`src/rtl/keypad_entry_ctrl.sv`:
```
// keypad_entry_ctrl
// Turns raw one-hot keypad lines into committed BCD digits.
// The raw key lines pass through a 2-flop synchroniser.
// A press/release FSM debounces each key so that one physical press commits one digit.
// Committed digits shift into an NDIGITS-deep entry buffer.
// An enter strobe publishes the buffer as a number.
//
// Handshake/strobe semantics: clr and ent are single-cycle synchronous strobes
// with no back-pressure. value_valid is a one-cycle qualifier and is high on
// exactly the cycle in which value holds a newly published number. When
// strobes and a commit land in the same cycle, the priority is:
// clr > ent (only when the buffer is non-empty) > digit commit.
module keypad_entry_ctrl #(
    parameter int DEBOUNCE_CYCLES = 16,
    parameter int NDIGITS         = 4
) (
    input  logic                           clk,
    input  logic                           rst_n,
    input  logic [9:0]                     key_t,
    input  logic                           clr,
    input  logic                           ent,
    output logic [4*NDIGITS-1:0]           digits,
    output logic [$clog2(NDIGITS+1)-1:0]   count,
    output logic [4*NDIGITS-1:0]           value,
    output logic                           value_valid,
    output logic                           ovf,
    output logic                           key_down,
    output logic [3:0]                     cur_code,
    output logic [1:0]                     dbg_state_o
);

    localparam int CW    = $clog2(NDIGITS + 1);
    localparam int CNT_W = $clog2(DEBOUNCE_CYCLES);

    localparam logic [CNT_W-1:0] CNT_LAST  = CNT_W'(DEBOUNCE_CYCLES - 1);
    localparam logic [CW-1:0]    COUNT_MAX = CW'(NDIGITS);

    typedef enum logic [1:0] {
        S_IDLE     = 2'd0,
        S_DB_PRESS = 2'd1,
        S_HELD     = 2'd2,
        S_DB_REL   = 2'd3
    } state_t;

    state_t               state_q;
    logic [CNT_W-1:0]     cnt_q;
    logic [3:0]           cand_q;
    logic                 key_down_q;
    logic [3:0]           cur_code_q;

    logic [9:0]           sync1_q;
    logic [9:0]           sync2_q;
    logic [9:0]           ks;

    logic [4*NDIGITS-1:0] digits_q;
    logic [4*NDIGITS-1:0] digits_d;
    logic [CW-1:0]        count_q;
    logic [4*NDIGITS-1:0] value_q;
    logic                 value_valid_q;
    logic                 ovf_q;

    logic [3:0]           n_set;
    logic                 ks_onehot;
    logic [3:0]           ks_code;
    logic [9:0]           cand_mask;
    logic                 key_match;
    logic                 commit_w;

    // Two-flop synchroniser for the asynchronous key lines.
    always_ff @(posedge clk or negedge rst_n) begin
        if (!rst_n) begin
            sync1_q <= '0;
            sync2_q <= '0;
        end else begin
            sync1_q <= key_t;
            sync2_q <= sync1_q;
        end
    end

    assign ks = sync2_q;

    // Population count and binary encode of the synchronised key vector.
    always_comb begin
        n_set   = 4'd0;
        ks_code = 4'd0;
        for (int i = 0; i < 10; i++) begin
            n_set = n_set + 4'(ks[i]);
            if (ks[i]) begin
                ks_code = 4'(i);
            end
        end
        ks_onehot = (n_set == 4'd1);
    end

    assign cand_mask = 10'(1) << cand_q;
    assign key_match = (ks == cand_mask);

    // A digit commits on the last counting edge of a still-matching press.
    assign commit_w = (state_q == S_DB_PRESS) && key_match && (cnt_q == CNT_LAST);

    // Press/release FSM with its counter and registered key status.
    always_ff @(posedge clk or negedge rst_n) begin
        if (!rst_n) begin
            state_q    <= S_IDLE;
            cnt_q      <= '0;
            cand_q     <= 4'd0;
            key_down_q <= 1'b0;
            cur_code_q <= 4'hF;
        end else begin
            case (state_q)
                S_IDLE: begin
                    if (ks_onehot) begin
                        cand_q  <= ks_code;
                        cnt_q   <= '0;
                        state_q <= S_DB_PRESS;
                    end
                end
                S_DB_PRESS: begin
                    if (!key_match) begin
                        state_q <= S_IDLE;
                    end else if (cnt_q == CNT_LAST) begin
                        cur_code_q <= cand_q;
                        key_down_q <= 1'b1;
                        state_q    <= S_HELD;
                    end else begin
                        cnt_q <= cnt_q + 1'b1;
                    end
                end
                S_HELD: begin
                    // Extra keys while held are ignored; only a full release matters.
                    if (ks == 10'd0) begin
                        cnt_q   <= '0;
                        state_q <= S_DB_REL;
                    end
                end
                S_DB_REL: begin
                    if (ks != 10'd0) begin
                        state_q <= S_HELD;
                    end else if (cnt_q == CNT_LAST) begin
                        key_down_q <= 1'b0;
                        state_q    <= S_IDLE;
                    end else begin
                        cnt_q <= cnt_q + 1'b1;
                    end
                end
                default: begin
                    state_q <= S_IDLE;
                end
            endcase
        end
    end

    // Buffer with the candidate digit shifted in at the low nibble.
    always_comb begin
        digits_d      = digits_q << 4;
        digits_d[3:0] = cand_q;
    end

    // Entry buffer, publish register and overflow flag.
    always_ff @(posedge clk or negedge rst_n) begin
        if (!rst_n) begin
            digits_q      <= '0;
            count_q       <= '0;
            value_q       <= '0;
            value_valid_q <= 1'b0;
            ovf_q         <= 1'b0;
        end else begin
            value_valid_q <= 1'b0;
            if (clr) begin
                digits_q <= '0;
                count_q  <= '0;
                ovf_q    <= 1'b0;
            end else if (ent && (count_q != '0)) begin
                value_q       <= digits_q;
                value_valid_q <= 1'b1;
                digits_q      <= '0;
                count_q       <= '0;
                ovf_q         <= 1'b0;
            end else if (commit_w) begin
                if (count_q < COUNT_MAX) begin
                    digits_q <= digits_d;
                    count_q  <= count_q + 1'b1;
                end else begin
                    ovf_q <= 1'b1;
                end
            end
        end
    end

    assign digits      = digits_q;
    assign count       = count_q;
    assign value       = value_q;
    assign value_valid = value_valid_q;
    assign ovf         = ovf_q;
    assign key_down    = key_down_q;
    assign cur_code    = cur_code_q;
    assign dbg_state_o = state_q;

endmodule
```
`config.mk`:
```
export PLATFORM = sky130hd
export DESIGN_NAME = keypad_entry_ctrl
export DESIGN_NICKNAME = d
export VERILOG_FILES = /design/src/rtl/keypad_entry_ctrl.sv
export SDC_FILE = /design/constraint.sdc
export NUM_CORES = 1
export LEC_CHECK = 0
export BUFFER_PORTS_ARGS = -buffer_cell sky130_fd_sc_hd__buf_2
export CORE_AREA = 2 2 80 82
export DETAILED_ROUTE_END_ITERATION = 16
export DIE_AREA = 0 0 82 84
export PLACE_DENSITY = 0.78
export REMOVE_ABC_BUFFERS = 1
export SYNTH_ARGS = -nofsm -noshare
export SYNTH_HDL_FRONTEND = slang
export SYNTH_SLANG_ARGS = --single-unit
```
`constraint.sdc`:
```
create_clock -name clk -period 4.9 [get_ports clk]
set_clock_uncertainty 0.05 [all_clocks]
set_input_delay 0.245 -clock clk [delete_from_list [all_inputs] [get_ports clk]]
set_output_delay 0.245 -clock clk [all_outputs]
set_load 0.005 [all_outputs]
```
==> flow_metrics.tcl <==
set metrics [dict create \
    crit_chain "fa_1, fa_1, inv_1, fa_1, inv_1, ha_1, inv_1, fa_1, a2111oi_0, a21oi_1, or4_1, nand2_1, a311oi_1, a211oi_1" \
    arrival_ps 4530 \
    power_uw 1378 \
    dp_slack_ps 573.6 \
    cts.sinks 72 \
    overflow 0 \
    hpwl_mm 4.139 \
    hold_viol 0 \
    fin_crit_sh_pct 88.46 \
    critPathBufInv 3 \
    first_iter_violations 125 \
    ys_warn_count 0 \
    worstSetupPathType "flip-flop to flip-flop" \
    drive_above_1_share_pct 33.23 \
    postCtsSetupBuffers 0 \
    hp-class "primary input to async pin" \
    drc_errors 0 \
    setup_violations 0 \
    yosysTopAreaCell "dfrtp_1" \
    critPathRequiredTime_ps 5090 \
    num_vias 2247 \
    grt_usage_pct 20.02 \
    status "completed" \
    fmax_ghz 0.2307 \
    core.rowCount 29 \
    netlist_area_um2 3248 \
    async_reset_ff_share_pct 100.0 \
    synth_edf_count 0 \
    cts_resized 0 \
    dr.pass1.iters 4 \
    start_kind "flip-flop" \
    ys.flop_type "dfrtp_1" \
    drtAntennaViolNets 0 \
    p_leak_uw 0.001936 \
    dieArea_um2 6888 \
    synthCells 258 \
    ys_seq_area_share_pct 55.62 \
    rsz0062_at_grt "false" \
    cp-end-kind "flip-flop" \
    initial_core_util_pct 53.28 \
    avgRoutedWirePerCell_um 15.42 \
    max_slew_margin_pct 41.62 \
    antenna_found_initial 0 \
    report.final.slew_viol_count 0 \
    fp.dieH_um 84 \
    ir_drop_mv 0.2966 \
    synthDistinctLibCells 52 \
    cpLargestDelayFamily "adder cells" \
    clk_pin_slew_worst_paths_ps 80 \
    grt_max_degree 73 \
    grt_pass1_wl_mm 10.44 \
    root_buffer "clkbuf_8" \
    tns_ps 0 \
    cts_buffers 9 \
    final_util_pct 62.97 \
    routed_wl_mm 6.293 \
    layout.nets 352 \
    clk_path_buf_depth 2 \
    dieWidth_um 82 \
    viasPerCell 5.507 \
    path_max_fanout 9 \
    p_per_area_nw_per_um2 359.1 \
    io_buffer_count 57 \
    htree_levels 3 \
    crit_top_cell "fa_1" \
    period_needed_ps 4335 \
    syn2layout_area_growth_pct 18.18 \
    max-cap-violations 0 \
    synthTopCellsByArea "dfrtp_1, mux2_2, a22o_1" \
    cts_tree "done" \
    grt_pass1_vias 2184 \
    cp_slowest_cell "or4_1" \
    finalWorstSetupSlack_ps 565.4 \
    gp_congestion 0.9121 \
    critPathMaxStageDelay_ps 560 \
    tightest_slew_ps 875.6 \
    clock_latency_ps 340 \
    io_pins 58 \
    cts_hold_buf 10 \
    hold_slack_ps 69.07 \
    netlist.area_leader.share_pct 52.39 \
    avgSynthCellArea_um2 12.59 \
    n_antenna_cell 0 \
    core-area_um2 6096 \
    ys_seq_elements 72 \
]
## routing by layer
metal  vias up  GRT usage [%]  share of wire [%]
li1       1053              -                  -
met1      1120          27.17                 44
met2        68          30.60                 50
met3         6          6.061                4.6
met4         0          6.667                1.1
met5         -              0                  0
## power breakdown
group / leakage, uW / internal [uW] / switching, uW
sequential: 0.000939 / 620 / 76.8
clock: 0.0000929 / 237 / 218
combinational: 0.000905 / 103 / 123
## worst paths after layout
path | startpoint | end | slack (ps) | cells after the start
max reg2reg | ks[9]$_DFF_PN0_ | cnt_q[2]$_DFFE_PN0P_ | 570 | 14
min reg2reg | sync1_q[3]$_DFF_PN0_ | ks[3]$_DFF_PN0_ | 300 | 0
min | rst_n | key_down$_DFFE_PN0P_ | 70 | 2
max in group asynchronous | rst_n | cand_q[0]$_DFFE_PN0P_ | 4170 | 2
min in group clk | clr | value_valid$_DFF_PN0_ | 250 | 3
max | ks[9]$_DFF_PN0_ | cnt_q[2]$_DFFE_PN0P_ | 570 | 14
## metrics by stage
step / cells / cell area, um2
after floorplan: 246 / 3147
after global placement: 382 / 3543
after detailed placement: 382 / 3543
after CTS: 408 / 3839
after global routing: 408 / 3839
final: 408 / 3839
## state kept, by name, summed over array words and instances, names as in the netlist
name / cells
digits: 16
value: 16
ks: 10
sync1_q: 10
cand_q: 4
cnt_q: 4
cur_code: 4
count: 3
dbg_state_o: 2
key_down: 1
ovf: 1
value_valid: 1
## kinds of logic after synthesis
logic type               count (synthesis)  synth area share (%)
multiplexers                            25                 8.629
AND/OR/NAND/NOR                         59                 9.707
AO/OA/AOI/OAI                           54                 13.83
flip-flops                              72                 55.62
adder cells (fa/ha/maj)                 12                 6.009
buffers and inverters                   34                 5.662
XOR/XNOR                                 2                0.5394
## final cells by class
cell class	instances	area, um2
Multi-Input combinational cell	152	1257
Timing Repair Buffer	69	400.4
Clock inverter	6	67.56
Fill cell	470	2257
Sequential cell	72	1807
Tap cell	77	96.34
Inverter	22	82.58
Clock buffer	10	127.6
## placed cells by master, fill, tap and decap left out, types with 6 or more instances in the layout
cell and instances:
nor2_1 11, buf_2 57, fa_1 6, mux2_2 24, nand3_1 7, clkbuf_8 9
dlygate4sd3_1 10, a22o_1 17, ha_1 6, o21ai_0 8, inv_1 22, nand2_1 17
dfrtp_1 68
## cell usage after synthesis (3+ instances only)
library cell,count
dfrtp_1,68
nand2_1,17
o21ai_0,8
a311o_1,3
nor2_1,11
buf_6,3
o211ai_1,4
nand4_1,4
dfstp_2,4
fa_1,6
nor3_1,4
mux2_2,24
ha_1,6
inv_1,22
a22o_1,17
clkbuf_1,4
nand3_1,7
a21oi_1,3
Power figures use the tool's default switching activity.
